## config.mk

```make
export PLATFORM = sky130hd
export DESIGN_NAME = load_store_unit
export DESIGN_NICKNAME = d
export VERILOG_FILES = /design/src/rtl/load_store_unit.sv
export SDC_FILE = /design/constraint.sdc
export NUM_CORES = 1
export LEC_CHECK = 0
export ABC_AREA = 1
export CAP_MARGIN = 20
export CELL_PAD_IN_SITES_DETAIL_PLACEMENT = 0
export CELL_PAD_IN_SITES_GLOBAL_PLACEMENT = 1
export CORE_MARGIN = 2
export CORE_UTILIZATION = 46
export CTS_BUF_LIST = sky130_fd_sc_hd__clkbuf_8 sky130_fd_sc_hd__clkbuf_16
export DETAILED_ROUTE_END_ITERATION = 10
export DONT_BUFFER_PORTS = 1
export PLACE_DENSITY_LB_ADDON = 0.1
export REMOVE_ABC_BUFFERS = 1
export SLEW_MARGIN = 20
export SYNTH_ARGS = -nofsm -noshare
export SYNTH_HDL_FRONTEND = slang
export SYNTH_SLANG_ARGS = --single-unit
```

## constraint.sdc

```tcl
create_clock -name clk -period 4.33 [get_ports clk]
set_input_delay 0.866 -clock clk [delete_from_list [all_inputs] [get_ports clk]]
set_output_delay 0.866 -clock clk [all_outputs]
set_load 0.1 [all_outputs]
```

## src/rtl/load_store_unit.sv

```systemverilog
// load_store_unit: RV32I data-memory access unit. It latches one access on start, runs a single
//   req/ready (+rvalid for loads) transaction, and registers the sign/zero-extended load result.
// Latency: store 2 cycles start->done, load 3 cycles; misaligned/illegal access faults in 1 cycle.
// Backpressure: holds mem_req with stable addr/be/wdata until mem_ready; waits indefinitely for mem_rvalid.
// Ports:
//   clk, rst_n                          clock, synchronous active-low reset
//   start, is_store, funct3, addr, wdata  access request, all latched when start is accepted in IDLE
//   busy, done, fault, data               status and registered load result
//   mem_req/we/addr/be/wdata, mem_ready   request channel to data memory
//   mem_rvalid, mem_rdata                 read-response channel from data memory
module load_store_unit (
  input  logic        clk,
  input  logic        rst_n,
  input  logic        start,
  input  logic        is_store,
  input  logic [2:0]  funct3,
  input  logic [31:0] addr,
  input  logic [31:0] wdata,
  output logic        busy,
  output logic        done,
  output logic        fault,
  output logic [31:0] data,
  output logic        mem_req,
  output logic        mem_we,
  output logic [31:0] mem_addr,
  output logic [3:0]  mem_be,
  output logic [31:0] mem_wdata,
  input  logic        mem_ready,
  input  logic        mem_rvalid,
  input  logic [31:0] mem_rdata
);

  typedef enum logic [1:0] {S_IDLE, S_REQ, S_WAIT, S_DONE} state_e;

  state_e      state_q, state_d;
  logic        we_q;
  logic [2:0]  f3_q;
  logic [31:0] addr_q;
  logic [31:0] wdata_q;
  logic        fault_q;
  logic [31:0] data_q;

  logic        start_fault;
  logic [1:0]  off;
  logic [3:0]  be_c;
  logic [31:0] wdata_c;
  logic [7:0]  ld_byte;
  logic [15:0] ld_half;
  logic [31:0] ld_ext;

  // Legality is judged on the raw inputs so a bad access can go straight to DONE.
  // Stores with funct3 1xx are illegal (BU/HU are load-only; 110/111 are illegal anyway).
  always_comb begin
    start_fault = 1'b0;
    if (funct3 == 3'b011 || funct3 == 3'b110 || funct3 == 3'b111) start_fault = 1'b1;
    if (is_store && funct3[2])                                     start_fault = 1'b1;
    if (funct3[1:0] == 2'b01 && addr[0])                           start_fault = 1'b1;
    if (funct3[1:0] == 2'b10 && addr[1:0] != 2'b00)                start_fault = 1'b1;
  end

  always_comb begin
    state_d = state_q;
    case (state_q)
      S_IDLE: if (start)      state_d = start_fault ? S_DONE : S_REQ;
      S_REQ:  if (mem_ready)  state_d = we_q ? S_DONE : S_WAIT;
      S_WAIT: if (mem_rvalid) state_d = S_DONE;
      S_DONE:                 state_d = S_IDLE;
      default:                state_d = S_IDLE;
    endcase
  end

  // Lane steering from latched state only, so mem_* never depends combinationally on inputs.
  assign off = addr_q[1:0];

  always_comb begin
    case (f3_q[1:0])
      2'b00:   begin be_c = 4'b0001 << off; wdata_c = {4{wdata_q[7:0]}};  end
      2'b01:   begin be_c = 4'b0011 << off; wdata_c = {2{wdata_q[15:0]}}; end
      default: begin be_c = 4'b1111;        wdata_c = wdata_q;             end
    endcase
  end

  always_comb begin
    case (off)
      2'b00:   ld_byte = mem_rdata[7:0];
      2'b01:   ld_byte = mem_rdata[15:8];
      2'b10:   ld_byte = mem_rdata[23:16];
      default: ld_byte = mem_rdata[31:24];
    endcase
    ld_half = off[1] ? mem_rdata[31:16] : mem_rdata[15:0];
    case (f3_q)
      3'b000:  ld_ext = {{24{ld_byte[7]}}, ld_byte};
      3'b100:  ld_ext = {24'd0, ld_byte};
      3'b001:  ld_ext = {{16{ld_half[15]}}, ld_half};
      3'b101:  ld_ext = {16'd0, ld_half};
      default: ld_ext = mem_rdata;
    endcase
  end

  always_ff @(posedge clk) begin
    if (!rst_n) begin
      state_q <= S_IDLE;
      we_q    <= 1'b0;
      f3_q    <= 3'd0;
      addr_q  <= 32'd0;
      wdata_q <= 32'd0;
      fault_q <= 1'b0;
      data_q  <= 32'd0;
    end else begin
      state_q <= state_d;
      if (state_q == S_IDLE && start) begin
        we_q    <= is_store;
        f3_q    <= funct3;
        addr_q  <= addr;
        wdata_q <= wdata;
        fault_q <= start_fault;
      end
      if (state_q == S_WAIT && mem_rvalid) data_q <= ld_ext;
    end
  end

  assign busy      = (state_q != S_IDLE);
  assign done      = (state_q == S_DONE);
  assign fault     = (state_q == S_DONE) && fault_q;
  assign data      = data_q;
  assign mem_req   = (state_q == S_REQ);
  assign mem_we    = (state_q == S_REQ) && we_q;
  assign mem_addr  = {addr_q[31:2], 2'b00};
  assign mem_be    = (state_q == S_REQ) ? be_c : 4'b0000;
  assign mem_wdata = wdata_c;

endmodule

```

# Word-level counts from Yosys, hierarchy flattened
# Index checks and enable logic that the tools add are counted.
# Widths: inputs -> output; s select.
totals:
  ff_bits: 103
  wordCells: 58
  out_inout_bits: 105
op_classes:
  shift: 2
  mux: 16
  reduce_logical: 16
  n_eq_ne: 17
op_table:
  columns: ["op", "count"]
  rows:
  - ["$pmux 32 s4", 1]
  - ["$pmux 32 s2", 1]
  - ["$pmux 8 s3", 1]
  - ["$mux 16", 1]
  - ["$eq 3x3->1 const B", 4]
  - ["$eq 2x1->1 const B", 4]
  - ["$eq 2x2->1 const B", 4]
  - ["$mux 2", 4]
  - ["$pmux 2 s4", 1]
  - ["$pmux 4 s2", 1]
  - ["$logic_and 1x1->1", 7]
  - ["$logic_not 2->1", 3]
  - ["$mux 1", 5]
  - ["$mux 4", 1]
  - ["$ne 2x2->1 const B", 2]
  - ["$reduce_bool 2->1", 2]
  - ["$shl 1x2->4 const A", 1]
  - ["$shl 2x2->4 const A", 1]
  - ["$eq 3x1->1 const B", 1]
  - ["$eq 3x2->1 const B", 1]
  - ["$logic_not 3->1", 1]
  - ["$reduce_and 3->1", 1]
  - ["$logic_or 1x1->1", 2]
  - ["$ne 2x1->1 const B", 1]

# Longest topological paths before layout
# Gate-level depths: netlist of the first run.
depth:
  depth_word: 10
  ltp_mapped: 9
  mapped_depth_nobuf: 8

# Least setup slack after synthesis of the first run
# No wires, ideal clock.
synth_timing:
  path_type: "reg-to-output"
  from: "register state_q[1]"
  to: "output mem_be[1]"
  t_arrival_ps: 2945
  t_required_ps: 3464
  slack_ps: 519
  path_buffers: 0
  stages_incl_launch_ff: 5
  cell_sequence: "dfxtp_1 > inv_1 > ha_1 > inv_1 > a21oi_1"
synth_via:
  elab_chain_len: 2
synth_rtl:
  columns: ["element", "line_no", "source"]
  rows:
  - ["from (decl)", "35", "state_e state_q, state_d;"]
  - ["from (signal assigned)", "110", "state_q <= state_d;"]
  - ["$eq 2x1->1", null, null]
  - ["named net mem_req", "23", "output logic mem_req,"]
  - ["$mux 4", "129", "assign mem_be = (state_q == S_REQ) ? be_c : 4'b0000;"]
  - ["to (decl)", "26", "output logic [3:0] mem_be,"]
# The timed path passes the listed nets, and every way through them passes these cells.

# Worst setup path in the final report of the first run
layout_timing:
  from: "register f3_q[1]"
  to: "output mem_wdata[15]"
layout_via:
  elab_chain_len: 2
  word_cells_on_any_way: 3
  classes_between: "eq/ne (1); mux (1); reduce/logical (1)"
layout_rtl:
  columns: ["element", "line_no", "source"]
  rows:
  - ["from (decl)", "37", "logic [2:0] f3_q;"]
  - ["from (signal assigned)", "113", "f3_q <= funct3;"]
  - ["$eq 2x1->1 or $logic_not 2->1 (tied branches)", "76", "case (f3_q[1:0])"]
  - ["$pmux 32 s2 *", "76", null]
  - ["to (decl)", "27", "output logic [31:0] mem_wdata,"]
# Every way passes the cells marked *; elsewhere a longest branch is shown, timed or not.

==> results of run 1 <==
stage by stage:
step / TNS (ns) / instances / utilization
CTS: 0 / 872 / 0.489
floorplan: -0.468 / 690 / -
global placement: 0 / 857 / 0.470
global route: 0 / 873 / 0.489
detailed placement: 0 / 857 / 0.470
finish: 0 / 873 / 0.489
registers in the layout, summed over array words and instances (netlist names):
register,count
addr_q,32
we_q,1
wdata_q,32
state_q,2
fault_q,1
f3_q,3
data,32
worst reg2reg max path: stages (launching register included):
cell	delay (ns)
dfxtp_1	0.42
inv_1	0.11
ha_1	0.23
nand2_1	0.14
clkinv_1	0.57
buf_4	0.49
nor2_1	0.13
nor2_1	0.05
o21ai_0	0.09
inv_1	0.05
how the worst max path moves through the flow:
stage,from,to,slack (ns),cells past startpoint
final,f3_q[1]$_SDFFE_PN0P_,mem_wdata[15],1.03,5
after global routing,f3_q[1]$_SDFFE_PN0P_,mem_wdata[15],0.84,5
after CTS,f3_q[1]$_SDFFE_PN0P_,mem_wdata[15],0.98,5
after detailed placement,f3_q[1]$_SDFFE_PN0P_,mem_wdata[15],1.40,5
after global placement,f3_q[1]$_SDFFE_PN0P_,mem_wdata[10],1.50,5
after floorplan,f3_q[1]$_SDFFE_PN0P_,mem_wdata[14],-0.23,4
final cells by class:
type                            instances  share of cell area
Clock buffer                           11              0.0284
Sequential cell                       103               0.388
Clock inverter                          4              0.0103
Timing Repair Buffer                   27              0.0456
Multi-Input combinational cell        515               0.443
Tap cell                              140              0.0329
Inverter                               72              0.0515
Antenna cell                            1            0.000470
cell usage in the layout, fill, tap and decap left out, drive strengths merged:
cell        n
nor2      178
nand2     148
o21ai     116
dfxtp     103
inv        68
buf        27
a21oi      23
nand3      14
clkbuf     11
nand4       9
o211ai      7
a21o        7
clkinv      6
ha          5
nor3        2
or2         2
conb        2
diode       1
a31oi       1
nand3b      1
bufinv      1
clkinvlp    1
cell families (layout without fill, tap and decap cells):
group | after synthesis | count (layout) | synth area share
and+or+nand+nor | 354 | 354 | 0.276
buffers and inverters | 155 | 114 | 0.148
AOI/OAI and AO/OA | 154 | 154 | 0.164
DFF | 103 | 103 | 0.400
adders and majority gates | 5 | 5 | 0.0121
other | 1 | 3 | 0.000727
per-layer routing:
| layer | wire length, um | track usage | vias up | share of wire |
|---|---|---|---|---|
| li1 | - | - | 2286 | - |
| met1 | 5770 | 0.270 | 1991 | 0.43 |
| met2 | 6250 | 0.355 | 163 | 0.46 |
| met3 | 1280 | 0.0711 | 17 | 0.094 |
| met4 | 242 | 0.105 | 0 | 0.018 |
| met5 | 0 | 0 | - | 0 |
==> metrics, run 1 <==
status=finished, final reports clean; Cell Rows=38; # DRC=0; Synth top area share=0.400; Max Cap Viol=0; FF-to-FF End=data[31]$_SDFFE_PN0P_; Vias/cell=5.11; htree depth=3; Final WS setup=between 1 and 1.5 ns; DR vias=between 4000 and 5000; kind of critical path=register to output port; initial drt markers=304; fin crit share=0.761; Placed Area=just over 5000 sq um; CP delay by family, top=simple AND/OR/NAND/NOR gates; dpl hpwl=~9200 um; Mapped Cells=772; CP Data Arrival Time=2.43 ns; DRT Pass-1 Iters=5; Fillers=1126; worst hold path startpoint=wdata_q[30]$_SDFFE_PN0P_; Seq. cell area=2060 sq um; Final #Nets=around 840; Fmax=between 0.3 and 0.4 GHz; DRT Wirelength=around 14000 um; Final Max Tran Viols=0; top cells by count, synth=nor2_1 (175), nand2_1 (146), o21ai_0 (106); hold endpoint=wdata_q[30]$_SDFFE_PN0P_; Yosys warnings=0; Clk Latency, worst-skew pair=0.39 ns; kind of start point of the critical path=register; Syn Std Cell Area=~5200 sq um; Mean Syn Cell Area=between 6 and 7 sq um; clk slew on worst S/H paths=around 0.10 ns; Hold Vio Cnt, Final=0; first-pass GRT wire length=roughly 21000 um; CP max-delay cell=nand2_1; DIE WIDTH=110 um; async set or reset register ratio after synthesis=0; grt ovf=0; post-CTS setup buffers=0; die area=between 10000 and 15000 sq um; area leader, netlist=dfxtp_1; number of buffers created by CTS=9; Final GP Congestion=approximately 0.81; crit-path most repeated cell=nand2_1; number of distinct library cells after synthesis=30; post-DR wirelength/cell=roughly 16 um; initial antenna violation count=1; Final Critical Period=roughly 3.3 ns; CP endpoint kind=output port; largest fanout on the critical path=30; synth top area cells=dfxtp_1 (40%), nor2_1 (13%), nand2_1 (11%), o21ai_0 (10%), buf_4 (6.1%); Hold Slack=around 0.49 ns; Port Buf Inserts=0; Initial Util=0.474; Area Overhead vs Synth=3.15%; CTS tree=built; clock sink count=103; Detail Route Antenna Nets=0; vias in the first global route=~4200; clk root buf=clkbuf_8; Clock Tree Buf Depth=2; Setup-failing EPs final=0; Reg-to-Reg Start=state_q[0]$_SDFFE_PN0P_; crit-path cells=inv_4 -> nand2_2 -> inv_1 -> nand2_1 -> nand2_1; cell area after layout=about 5300 sq um; r2r setup slk=between 1.5 and 2 ns; hold path cells=2; Critical Path RT=3.46 ns; share of post-route cells with drive strength above 1=0.0984; most frequent cell after synthesis=nor2_1; RSZ-0062 raised after global routing=no; Max stage delay on crit path=0.70 ns; class of the worst hold path=register to register; GRT Resource Usage Total=0.222; worst slack, placed=about 1.4 ns; core area=between 10000 and 15000 sq um; Worst Reg-to-Reg Cells=9; Buf/Inv on CP=2; post-synthesis sequential area ratio=0.400; actual slew at the worst max-slew pin=around 1 ns; Max-Slew Margin vs Limit=0.333; Post-synth EDFFs=0; top_reg_cell synth=dfxtp_1; skew final=0.0102 ns; I/O Pins=210; Resized cells post-CTS=0; Multi-input gate area=about 2400 sq um; hold_buf cts=0; DIE HEIGHT=about 110 um; largest net degree at the start of global routing=79; post-synthesis register bit count=103
Power of run 1 is left out: the tool's default activity adds up to more than one toggle a clock period on the data nets, which glitch-free logic cannot reach.
==> run 2, diff against run 1 <==
--- a/config.mk
+++ b/config.mk
@@ -10,7 +10,7 @@
 export CELL_PAD_IN_SITES_DETAIL_PLACEMENT = 0
 export CELL_PAD_IN_SITES_GLOBAL_PLACEMENT = 1
 export CORE_MARGIN = 2
-export CORE_UTILIZATION = 46
+export CORE_UTILIZATION = 43
 export CTS_BUF_LIST = sky130_fd_sc_hd__clkbuf_8 sky130_fd_sc_hd__clkbuf_16
 export DETAILED_ROUTE_END_ITERATION = 10
 export DONT_BUFFER_PORTS = 1
==> constraint.sdc (replaced) <==
create_clock -name clk -period 3.4 [get_ports clk]
set_input_delay 0.68 -clock clk [delete_from_list [all_inputs] [get_ports clk]]
set_output_delay 0.68 -clock clk [all_outputs]
set_load 0.1 [all_outputs]
==> run 2 against run 1 <==
Against the previous run:
- setup slack got worse by 0.50 ns
- critical path depth increased by 1
- cell count rose by 2.7%
- clock skew down 0.0071 ns
- critical endpoint is now mem_wdata[30]
- non-clock buffer count grew 17
- first-iteration DRC count decreased by 47%
- largest cell class unchanged
==> metrics, run 2 (synthesized netlist as in run 1, its figures left out) <==
status=finished, final reports clean; CTS tree=built; clk slew on worst S/H paths=roughly 0.070 ns; Final Critical Period=approximately 2.9 ns; CP endpoint kind=output port; Clock Tree Buf Depth=2; clk root buf=clkbuf_16; Clk Latency, worst-skew pair=0.35 ns; grt ovf=0; # diodes=0; most frequent cells in the layout=nor2_1 (174), nand2_1 (145), o21ai_0 (104); GRT Resource Usage Total=0.212; Resized cells post-CTS=0; vias in the first global route=4293; # DRC=0; actual slew at the worst max-slew pin=just over 1 ns; fin crit share=0.842; first-pass GRT wire length=21700 um; Cell Rows=40; Port Buf Inserts=0; share of post-route cells with drive strength above 1=0.120; htree depth=3; FF-to-FF End=state_q[0]$_SDFFE_PN0P_; Critical Path RT=roughly 2.7 ns; largest net degree at the start of global routing=79; kind of start point of the critical path=register; skew final=0.00314 ns; die area=between 10000 and 15000 sq um; Util after Layout=0.470; Final #Nets=between 800 and 900; worst hold path startpoint=rst_n; Area Overhead vs Synth=8.12%; DRT Pass-1 Iters=4; kind of critical path=register to output port; CP max-delay cell=inv_1; post-DR wirelength/cell=between 15 and 20 um; Final Max Tran Viols=0; number of buffers created by CTS=9; RSZ-0062 raised after global routing=no; hold path cells=2; DIE HEIGHT=114 um; initial antenna violation count=0; DR vias=4508; Fmax=between 0.3 and 0.4 GHz; Detail Route Antenna Nets=0; post-CTS setup buffers=0; Max Cap Viol=0; Worst Reg-to-Reg Cells=7; Max stage delay on crit path=0.41 ns; DIE WIDTH=114 um; Setup-failing EPs final=0; crit-path cells=inv_4 -> nand2_2 -> inv_1 -> nand2_1 -> o211ai_1 -> buf_16; Vias/cell=between 5 and 6; Hold Vio Cnt, Final=0; Initial Util=0.435; class of the worst hold path=input pin to register; hold endpoint=addr_q[7]$_SDFFE_PN0P_; DRT Wirelength=13800 um; Reg-to-Reg Start=state_q[0]$_SDFFE_PN0P_; hold_buf cts=0; initial drt markers=~160; commonest non-fill, non-tap cell in the layout=nor2_1; CP Data Arrival Time=2.18 ns; I/O Pins=210; Max-Slew Margin vs Limit=0.326; dpl hpwl=approximately 9500 um; Final GP Congestion=0.817; core area=roughly 12000 sq um; r2r setup slk=between 1 and 1.5 ns; clock sink count=~100; largest fanout on the critical path=30
run 2: how the worst max path moves through the flow:
stage / from / end / slack [ns] / cells after the start
6_report: f3_q[1]$_SDFFE_PN0P_ / mem_wdata[30] / 0.54 / 6
5_1_grt: f3_q[1]$_SDFFE_PN0P_ / mem_wdata[24] / 0.37 / 6
4_1_cts: f3_q[1]$_SDFFE_PN0P_ / mem_wdata[30] / 0.49 / 6
3_5_place_dp: f3_q[1]$_SDFFE_PN0P_ / mem_wdata[30] / 0.87 / 6
3_3_place_gp: f3_q[1]$_SDFFE_PN0P_ / mem_wdata[30] / 1.01 / 6
2_1_floorplan: f3_q[1]$_SDFFE_PN0P_ / mem_wdata[14] / -0.98 / 4
run 2: worst max-delay path, delay by kind of cell (launching register included):
| family | cells | cell delay [ns] |
|---|---|---|
| flip-flops | 1 | 0.33 |
| buffers and inverters | 3 | 0.89 |
| AO/OA/AOI/OAI | 1 | 0.23 |
| AND/OR/NAND/NOR | 2 | 0.37 |
run 2: cell type report:
cell class                      count  area [sq um]
Fill cell                        1246          6280
Sequential cell                   103          2060
Multi-Input combinational cell    515          2360
Tap cell                          147           184
Clock inverter                      6          68.8
Inverter                           72           273
Clock buffer                       10           239
Timing Repair Buffer               44           393
run 2: per-stage QoR:
step,setup WS (ns),hold slack (ns),cell area [sq um],TNS [ns],std cells
2_1_floorplan,-0.978,0.444,4670,-2.43,690
3_3_place_gp,1.01,0.464,5270,0,881
3_5_place_dp,0.872,0.473,5270,0,881
4_1_cts,0.488,0.446,5580,0,897
5_1_grt,0.371,0.456,5580,0,897
6_report,0.537,0.461,5580,0,897
run 2: layer usage:
metal  track usage  up-vias  share of wire
met5             0        -              0
met3        0.0670       14          0.092
li1              -     2322              -
met4        0.0780        0          0.016
met2         0.331      153           0.44
met1         0.275     2019           0.45
Power of run 2 is left out for the same reason.
